$ cat config.mk
export PLATFORM = sky130hd
export DESIGN_NAME = load_access_ctrl
export DESIGN_NICKNAME = d
export VERILOG_FILES = /design/src/rtl/load_access_ctrl.sv
export SDC_FILE = /design/constraint.sdc
export NUM_CORES = 1
export LEC_CHECK = 0
export CAP_MARGIN = 20
export CORE_ASPECT_RATIO = 0.9
export CORE_MARGIN = 2
export CORE_UTILIZATION = 42
export CTS_BUF_LIST = sky130_fd_sc_hd__clkbuf_16
export DETAILED_ROUTE_END_ITERATION = 8
export DONT_BUFFER_PORTS = 1
export PLACE_DENSITY = 0.61
export SLEW_MARGIN = 15
export SYNTH_ARGS = -nofsm -noshare
export SYNTH_HDL_FRONTEND = slang
export SYNTH_SLANG_ARGS = --single-unit
export TNS_END_PERCENT = 30
$ cat constraint.sdc
create_clock -name clk -period 1.8 [get_ports clk]
set_input_delay 0.36 -clock clk [delete_from_list [all_inputs] [get_ports clk]]
set_output_delay 0.36 -clock clk [all_outputs]
set_load 0.01 [all_outputs]
$ cat src/rtl/load_access_ctrl.sv
// Load sequencer between the execute stage and the data memory read port:
// issues one aligned bus read per load, then extracts, extends or merges the result.
//
// state   | meaning
// IDLE    | ready for a request; alignment/op checked on accept
// READ    | bus read asserted, waiting out waitrequest
// CAPTURE | readdata valid; result computed into result_q
// DONE    | one-cycle good response
// ERR     | one-cycle error response (misaligned, illegal op, timeout)
module load_access_ctrl #(
  parameter int unsigned WAIT_LIMIT = 0
) (
  input  logic        clk,
  input  logic        reset_n,
  input  logic        req_valid,
  output logic        req_ready,
  input  logic [31:0] req_addr,
  input  logic [2:0]  req_op,
  input  logic [31:0] req_rt,
  output logic [31:0] avm_address,
  output logic        avm_read,
  output logic [3:0]  avm_byteenable,
  input  logic        avm_waitrequest,
  input  logic [31:0] avm_readdata,
  output logic        resp_valid,
  output logic [31:0] resp_data,
  output logic        resp_err
);

  typedef enum logic [2:0] {S_IDLE, S_READ, S_CAPTURE, S_DONE, S_ERR} state_t;

  localparam logic [2:0] OP_LB  = 3'b000;
  localparam logic [2:0] OP_LH  = 3'b001;
  localparam logic [2:0] OP_LWL = 3'b010;
  localparam logic [2:0] OP_LW  = 3'b011;
  localparam logic [2:0] OP_LBU = 3'b100;
  localparam logic [2:0] OP_LHU = 3'b101;
  localparam logic [2:0] OP_LWR = 3'b110;
  localparam logic [2:0] OP_ILL = 3'b111;

  localparam int CW = (WAIT_LIMIT > 0) ? $clog2(WAIT_LIMIT + 1) : 1;
  localparam logic [CW-1:0] LIMIT    = CW'(WAIT_LIMIT);
  localparam logic [CW-1:0] LIMIT_M1 = CW'((WAIT_LIMIT > 0) ? WAIT_LIMIT - 1 : 0);

  state_t        state, state_nxt;
  logic [31:0]   addr_q, rt_q, result_q, result_nxt, shifted;
  logic [2:0]    op_q;
  logic [CW-1:0] wait_cnt;
  logic [1:0]    o;
  logic [4:0]    sh_r, sh_l;
  logic [3:0]    be;
  logic          req_bad, timeout;

  assign o    = addr_q[1:0];
  assign sh_r = {o, 3'b000};
  assign sh_l = {2'd3 - o, 3'b000};

  assign req_bad = (req_op == OP_ILL)
                 | (((req_op == OP_LH) | (req_op == OP_LHU)) & req_addr[0])
                 | ((req_op == OP_LW) & (req_addr[1:0] != 2'b00));

  // Fires on the WAIT_LIMIT-th consecutive stalled cycle, so read is high exactly WAIT_LIMIT cycles.
  assign timeout = (WAIT_LIMIT > 0) && avm_waitrequest && (wait_cnt == LIMIT_M1);

  always_ff @(posedge clk or negedge reset_n) begin
    if (!reset_n) begin
      state    <= S_IDLE;
      addr_q   <= '0;
      op_q     <= '0;
      rt_q     <= '0;
      wait_cnt <= '0;
      result_q <= '0;
    end else begin
      state <= state_nxt;
      if (state == S_IDLE && req_valid) begin
        addr_q <= req_addr;
        op_q   <= req_op;
        rt_q   <= req_rt;
      end
      if (state != S_READ)
        wait_cnt <= '0;
      else if (avm_waitrequest && wait_cnt != LIMIT)
        wait_cnt <= wait_cnt + 1'b1;
      if (state == S_CAPTURE)
        result_q <= result_nxt;
    end
  end

  always_comb begin
    state_nxt = state;
    case (state)
      S_IDLE:    if (req_valid) state_nxt = req_bad ? S_ERR : S_READ;
      S_READ:    if (!avm_waitrequest) state_nxt = S_CAPTURE;
                 else if (timeout)    state_nxt = S_ERR;
      S_CAPTURE: state_nxt = S_DONE;
      S_DONE:    state_nxt = S_IDLE;
      S_ERR:     state_nxt = S_IDLE;
      default:   state_nxt = S_IDLE;
    endcase
  end

  always_comb begin
    be = 4'b0000;
    case (op_q)
      OP_LB, OP_LBU: be = 4'b0001 << o;
      OP_LH, OP_LHU: be = 4'b0011 << o;
      OP_LW:         be = 4'b1111;
      OP_LWL:        be = (4'b0001 << o) | ((4'b0001 << o) - 4'b0001);
      OP_LWR:        be = 4'b1111 << o;
      default:       be = 4'b0000;
    endcase
  end

  always_comb begin
    shifted    = avm_readdata >> sh_r;
    result_nxt = '0;
    case (op_q)
      OP_LB:   result_nxt = {{24{shifted[7]}}, shifted[7:0]};
      OP_LBU:  result_nxt = {24'h0, shifted[7:0]};
      OP_LH:   result_nxt = {{16{shifted[15]}}, shifted[15:0]};
      OP_LHU:  result_nxt = {16'h0, shifted[15:0]};
      OP_LW:   result_nxt = avm_readdata;
      OP_LWL:  result_nxt = (avm_readdata << sh_l) | (rt_q & ~(32'hFFFF_FFFF << sh_l));
      OP_LWR:  result_nxt = shifted | (rt_q & ~(32'hFFFF_FFFF >> sh_r));
      default: result_nxt = '0;
    endcase
  end

  always_comb begin
    req_ready      = (state == S_IDLE);
    avm_read       = (state == S_READ);
    avm_address    = (state == S_READ) ? {addr_q[31:2], 2'b00} : 32'h0;
    avm_byteenable = (state == S_READ) ? be : 4'b0000;
    resp_valid     = (state == S_DONE) || (state == S_ERR);
    resp_err       = (state == S_ERR);
    resp_data      = (state == S_DONE) ? result_q : 32'h0;
  end

endmodule

==> out/qor.csv, run 1 <==
stage;metric;value;unit
sta;Max Freq;0.4979;GHz
placed_design;Placement Setup Slack;-0.05453;ns
yosys;Syn. warnings;0;
clock_tree;H-tree Lvls;3;
sta;endpoints failing hold;102;
pwr;Pleak;2.995;nW
placed_design;# port buffers;0;
yosys;Avg Inst Size Synth;10.53;um2
die;std cell rows;41;
die;Die W;130.7;um
critical_path;Setup crit end kind;output port;
final_layout;nets;711;
critical_path;startpoint types;flip-flop;
die;IO Pins;175;
pwr;power per cell area;1985;nW/um2
run;max-cap viol count;0;
placed_design;RD Place Congestion;0.9955;
sta;final worst setup slack;-0.2084;ns
detailed_routing;Final Routed Wirelength;18.52;mm
clock_tree;CTS sink cnt;102;
yosys;mux cell area share after synthesis;19.49;%
yosys;Post-synth top cells;dfrtp_1, mux2_2, and2_1;
sta;Relative slew margins;61.68;%
yosys;post-synthesis cell area;6066;um2
die;DIE HEIGHT;118.0;um
yosys;Cell variety after synth;55;
sta;final period utilization;111.6;%
yosys;Cells after Synth;576;
critical_path;crit path DAT;1.65;ns
die;core area;14060;um2
clock_tree;Clock Pin Slew Worst Setup and Hold Paths;0.07;ns
detailed_routing;DR DRC count;0;
pwr;sw frac;40.48;%
clock_tree;CTS max path bufs;2;
critical_path;Critical Path RT;1.44;ns
critical_path;Setup CP Type;flip-flop to output port;
critical_path;CP cell instances;inv_2, or3_4, a31oi_4, o21ai_2, a21oi_2;
clock_tree;clock buffer count from CTS;9;
global_routing;number of global-route vias before repair;4772;
detailed_routing;DRT Pass-1 Iters;5;
final_layout;share of layout cells above drive strength 1;43.72;%
detailed_routing;ANT nets after route;0;
global_routing;largest net degree at the start of global routing;103;
global_routing;total grt overflow;0;
die;die area;15420;um2
die;Starting Density;43.15;%
pwr;peak supply drop;0.8613;mV
pwr;Cell Int Power;8.595;mW
final_layout;Final Util;51.75;%
hold_path;Hold WC Path Type;input pin to asynchronous set/reset pin;
sta;Fin Hold WS;-0.3040;ns
yosys;top-area cell type share of the netlist area;42.08;%
final_layout;Reg area;2559;um2
pwr;clock share of power;13.6;%
yosys;Top FF cell, synth;dfrtp_1;
sta;count of final setup violators;92;
status;status;finished, violations left;
yosys;Post-Synth Simple-Gate Area;14.60;%
clock_tree;CTS tree;done;
global_routing;GRT Util Overall;24.20;%
clock_tree;worst skew pair latency;0.36;ns
detailed_routing;Wirelength per Cell;22.95;um
global_routing;first-pass GRT wire length;28.15;mm
sta;Layout Skew;0.01126;ns
critical_path;crit-path max FO;3;
sta;Final Critical Period;2.008;ns
detailed_routing;Vias/cell;6.103;
yosys;complex-gate fraction of the synthesized area;18.52;%
global_routing;initial antenna violation count;1;
yosys;ranking of synthesized cells by area;dfrtp_1, mux2_2, and2_1;
status;failing checks;hold timing, setup timing;
yosys;largest family of logic cells by synthesized area;multiplexers;
detailed_routing;Vias;4925;
yosys;number of synthesized flops with an enable pin;0;
pwr;sw power;5.844;mW
yosys;post-synthesis sequential area ratio;42.08;%
yosys;largest area contributor in the netlist;dfrtp_1;
critical_path;CP peak stage delay;0.44;ns
clock_tree;Clock Tree Root;clkbuf_16;
critical_path;Slowest-stage cell, CP;or3_4;
yosys;post-synthesis xor/xnor area fraction;0;%
yosys;FF+latch count, synth;102;
pwr;Comb power frac;56.8;%
yosys;Synth Area in Adders;0;%
detailed_routing;Starting DRT DRC Count;539;
yosys;most instantiated library cell after synthesis;dfrtp_1;
sta;RSZ-0062 raised after global routing;true;
sta;measured slew at the worst slew-check pin;0.5701;ns
final_layout;Multi-input gate area;3456;um2
pwr;sequential share of power;29.6;%
final_layout;Layout area overhead;19.93;%
final_layout;fillcell total;1300;
sta;Slew Viols, Final;0;
yosys;Synth async-reset ratio;100.0;%
placed_design;Post-DP HPWL;13.88;mm
[layout by cell type, fill, tap and decap left out, drive strengths merged, types with 4 or more instances in the layout]
cell     instances
mux2i           26
buf             71
and2            63
nor2b            6
clkbuf           9
nor2            19
a22oi           13
nand2           26
a22o            16
o21ai           31
dfrtp          102
a222oi          21
o22ai            8
a21oi           36
nand3           13
a31oi           16
nand3b           8
nand2b           4
nor3             6
inv             10
o2bb2ai          5
mux2            76
[stage by stage]
| step | power, mW | instance area, um2 | cells | setup TNS (ns) |
|---|---|---|---|---|
| 6_report | 14.44 | 7274 | 807 | -7.661 |
| 5_1_grt | 15.33 | 7274 | 807 | -14.71 |
| 4_1_cts | 13.98 | 7089 | 803 | -7.088 |
| 3_5_place_dp | 11.46 | 6601 | 782 | -0.2583 |
| 3_3_place_gp | 11.26 | 6601 | 782 | -0.1382 |
| 2_1_floorplan | 9.180 | 6070 | 577 | 0 |
[final timing paths]
| path | start | to | slack, ns | depth (start not counted) |
|---|---|---|---|---|
| min reg2reg | state[2]$_DFFE_PN0P_ | state[1]$_DFFE_PN0P_ | 0.50 | 1 |
| max in group asynchronous | reset_n | result_q[1]$_DFFE_PN0N_ | 1.97 | 0 |
| min in group clk | req_valid | state[2]$_DFFE_PN0P_ | 0.12 | 2 |
| min | reset_n | addr_q[10]$_DFFE_PN0P_ | -0.30 | 0 |
| max | state[0]$_DFFE_PN0P_ | avm_byteenable[2] | -0.21 | 5 |
| max reg2reg | addr_q[1]$_DFFE_PN0P_ | result_q[14]$_DFFE_PN0N_ | -0.06 | 6 |
[critical path: cells and delay by family (launching register included)]
family                 cells  cell delay (ns)
AND/OR/NAND/NOR            1             0.44
flip-flops                 1             0.36
AO/OA/AOI/OAI              3             0.46
buffers and inverters      1             0.04
[flip-flops by register name, summed over array words and instances, names as in the netlist]
name,cells
result_q,32
addr_q,32
op_q,3
state,3
rt_q,32
[layout make-up]
| cell class | instances | share of cell area [%] |
|---|---|---|
| Tap cell | 193 | 3.320 |
| Clock buffer | 9 | 3.096 |
| Multi-Input combinational cell | 417 | 47.51 |
| Antenna cell | 1 | 0.03440 |
| Timing Repair Buffer | 71 | 9.443 |
| Inverter | 7 | 0.4300 |
| Clock inverter | 7 | 0.9976 |
| Sequential cell | 102 | 35.17 |
[logic make-up (layout without fill, tap and decap cells)]
logic type             Yosys count  count (layout)
AO/OA/AOI/OAI                  159             159
AND/OR/NAND/NOR                154             154
multiplexers                   102             102
flip-flops                     102             102
buffers and inverters           58              94
other                            1               3
[routing by layer]
layer,GRT usage [%],part of all wire (%),vias up
met1,34.11,44,2420
met3,8.818,11,37
met2,33.59,43,258
li1,-,-,2210
met5,0,0,-
met4,9.574,2.5,0
[repair_timing]
action	CTS	global route
pin swaps	4	18
buffers inserted	4	3
endpoints found under the hold margin	102	102
gates resized for setup	49	60
gates cloned	1	0
setup endpoints to repair	86	103
[power by group through the flow]
stage | clock network (mW) | logic [mW] | registers, mW
2_1_floorplan | 0 | 5.34 | 3.84
3_3_place_gp | 0 | 7.00 | 4.26
3_5_place_dp | 0 | 7.16 | 4.30
4_1_cts | 2.00 | 7.74 | 4.24
5_1_grt | 2.11 | 8.79 | 4.42
6_report | 1.97 | 8.20 | 4.27
Power figures use the tool's default switching activity.
==> run 2: changes to the inputs <==
--- a/config.mk
+++ b/config.mk
@@ -12,7 +12,7 @@
 export CTS_BUF_LIST = sky130_fd_sc_hd__clkbuf_16
 export DETAILED_ROUTE_END_ITERATION = 8
 export DONT_BUFFER_PORTS = 1
-export PLACE_DENSITY = 0.61
+export PLACE_DENSITY = 0.54
 export SLEW_MARGIN = 15
 export SYNTH_ARGS = -nofsm -noshare
 export SYNTH_HDL_FRONTEND = slang
==> run 2 against run 1 <==
Compared with the run above: the flow still finishes with violations (hold timing, setup timing); global-route usage rose by 1.0 points; largest power group unchanged; non-clock buffer count increased by 5; maximum frequency about the same; final area up 0.76%; wire length grew 3.3%; via count fell by 1.9%; highest routed layer unchanged; worst setup slack improved by 0.0019 ns.
==> out/qor.csv, run 2 (synthesis results as in run 1) <==
stage;metric;value;unit;change
critical_path;reg2reg start;addr_q[1]$_DFFE_PN0P_;;
clock_tree;CTS max path bufs;2;;unchanged
detailed_routing;uppermost layer routed;met4;;
final_layout;diode count;0;;-1
placed_design;dpl cell area;6636;um2;+0.53%
pwr;peak supply drop;0.9936;mV;+15%
detailed_routing;wl on met1;9.044;mm;+12%
global_routing;GRT Util Overall;25.23;%;+1.0 points
clock_tree;CTS tree;done;;
detailed_routing;Wirelength per Cell;23.58;um;+2.7%
status;failing checks;hold timing, setup timing;;
pwr;Total Power;14.69;mW;+1.7%
clock_tree;clock buffer count from CTS;9;;unchanged
die;Die W;130.7;um;unchanged
final_layout;Layout area overhead;20.83;%;
sta;RSZ-0062 raised after global routing;true;;
detailed_routing;Vias/cell;5.954;;-2.4%
critical_path;Setup CP Type;flip-flop to output port;;
run;max-cap viol count;0;;unchanged
final_layout;commonest non-fill, non-tap cell in the layout;dfrtp_1;;
final_layout;commonest cells after routing, fill and taps aside;dfrtp_1, mux2_2, buf_4;;
final_layout;share of layout cells above drive strength 1;42.07;%;-1.6 points
die;Starting Density;43.15;%;unchanged
placed_design;# port buffers;0;;unchanged
detailed_routing;Final Routed Wirelength;19.13;mm;+3.3%
die;IO Pins;175;;unchanged
sta;Slew Viols, Final;0;;unchanged
pwr;power per cell area;2004;nW/um2;+0.96%
critical_path;startpoint types;flip-flop;;
critical_path;Top delay family on crit path;simple AND/OR/NAND/NOR gates;;
critical_path;worst reg2reg endpoint;result_q[27]$_DFFE_PN0N_;;
global_routing;initial antenna violation count;0;;-1
sta;Layout Skew;0.008373;ns;-0.002890 ns
hold_path;Hold WC Path Type;input pin to asynchronous set/reset pin;;
sta;endpoints failing hold;102;;unchanged
critical_path;crit path DAT;1.65;ns;about the same
final_layout;fillcell total;1287;;-1.0%
detailed_routing;DRT Pass-1 Iters;6;;+1
global_routing;number of global-route vias before repair;4757;;-0.31%
critical_path;Setup crit end kind;output port;;
critical_path;worst path bufs/invs;1;;unchanged
detailed_routing;met2 WL post-DR;7.924;mm;-0.89%
critical_path;r2r worst-path depth;5;;-1
critical_path;CP peak stage delay;0.43;ns;about the same
die;DIE HEIGHT;118.0;um;unchanged
sta;final worst setup slack;-0.2065;ns;+0.001900 ns
detailed_routing;Starting DRT DRC Count;472;;-12%
critical_path;Reg2Reg Setup Slack;-0.12;ns;-0.06 ns
sta;Max Freq;0.4984;GHz;about the same
critical_path;Critical Path End;avm_byteenable[1];;
placed_design;Post-DP HPWL;14.45;mm;+4.2%
sta;final period utilization;111.5;%;about the same
final_layout;nets;716;;+0.70%
status;status;finished, violations left;;
critical_path;Slowest-stage cell, CP;or3_4;;
die;die area;15420;um2;unchanged
global_routing;total grt overflow;0;;unchanged
clock_tree;worst skew pair latency;0.36;ns;about the same
clock_tree;CTS sink cnt;102;;unchanged
global_routing;first-pass GRT wire length;29.14;mm;+3.5%
critical_path;crit-path max FO;3;;unchanged
critical_path;CP startpoint;state[0]$_DFFE_PN0P_;;
sta;Final Critical Period;2.006;ns;-0.001900 ns
critical_path;Critical Path RT;1.44;ns;about the same
clock_tree;H-tree Lvls;3;;unchanged
detailed_routing;ANT nets after route;0;;unchanged
sta;count of final setup violators;52;;-43%
critical_path;CP Depth;5;;unchanged
clock_tree;Clock Tree Root;clkbuf_16;;
detailed_routing;Vias;4829;;-1.9%
global_routing;largest net degree at the start of global routing;103;;unchanged
critical_path;CP cell instances;inv_1, or3_4, a31oi_4, nand2_2, a21oi_4;;
detailed_routing;met3 wire length;1.918;mm;-1.7%
final_layout;Finished Cell Area;7330;um2;+0.76%
die;std cell rows;41;;unchanged
clock_tree;Clock Pin Slew Worst Setup and Hold Paths;0.07;ns;about the same
pwr;Pleak;3.016;nW;+0.70%
detailed_routing;DR DRC count;0;;unchanged
sta;Fin Hold WS;-0.3068;ns;-0.002889 ns
final_layout;largest registers;addr_q (32), result_q (32), rt_q (32);;
die;core area;14060;um2;unchanged
placed_design;RD Place Congestion;0.9285;;-6.7%
-- run 2: worst min-delay path by stage --
| stage | cells after the start | slack [ns] | endpoint | start |
|---|---|---|---|---|
| 2_1_floorplan | 0 | 0.06 | addr_q[0]$_DFFE_PN0P_ | reset_n |
| 3_3_place_gp | 0 | 0.07 | addr_q[3]$_DFFE_PN0P_ | reset_n |
| 3_5_place_dp | 0 | 0.07 | addr_q[10]$_DFFE_PN0P_ | reset_n |
| 4_1_cts | 0 | -0.32 | addr_q[10]$_DFFE_PN0P_ | reset_n |
| 5_1_grt | 0 | -0.33 | addr_q[10]$_DFFE_PN0P_ | reset_n |
| 6_report | 0 | -0.31 | result_q[11]$_DFFE_PN0N_ | reset_n |
-- run 2: where the power goes --
group | internal, mW | switching (mW) | leakage (nW)
Clock | 0.928 | 0.882 | 0.130
Sequential | 3.40 | 0.885 | 1.25
Combinational | 4.32 | 4.27 | 1.64
-- run 2: metrics by stage --
step	TNS (ns)	utilization, %	setup slack (ns)	cells
4_1_cts	-6.395	50.83	-0.1967	807
3_3_place_gp	-0.2474	47.21	-0.1148	785
6_report	-6.560	52.15	-0.2065	811
2_1_floorplan	0	-	0.04828	577
3_5_place_dp	-0.2709	47.21	-0.1289	785
5_1_grt	-12.54	52.15	-0.2627	811
-- run 2: cell type report --
class                           instances  area [um2]  share of cell area [%]
Sequential cell                       102        2555                   34.86
Timing Repair Buffer                   76       769.5                   10.50
Tap cell                              193       241.5                   3.295
Clock inverter                          7       41.29                  0.5633
Clock buffer                            9       225.2                   3.073
Inverter                                7       28.78                  0.3926
Multi-Input combinational cell        417        3468                   47.32
-- run 2: routing by layer --
layer / global-route usage [%] / vias up
met2: 34.67 / 229
li1: - / 2219
met4: 4.787 / 0
met1: 38.26 / 2365
met5: 0 / -
met3: 8.955 / 16
-- run 2: repair_timing --
item / CTS / global route
endpoints found under the hold margin: 102 / 102
endpoints found under the setup margin: 77 / 109
pin swaps: 14 / 21
gates cloned: 1 / 0
setup buffers: 5 / 4
resized for setup: 54 / 48
-- run 2: worst register-to-register path: stages (launching register included) --
cell and delay (ns):
dfrtp_2 0.47, buf_12 0.20, buf_4 0.15, mux2_2 0.37, a222oi_1 0.46, a31oi_1 0.15
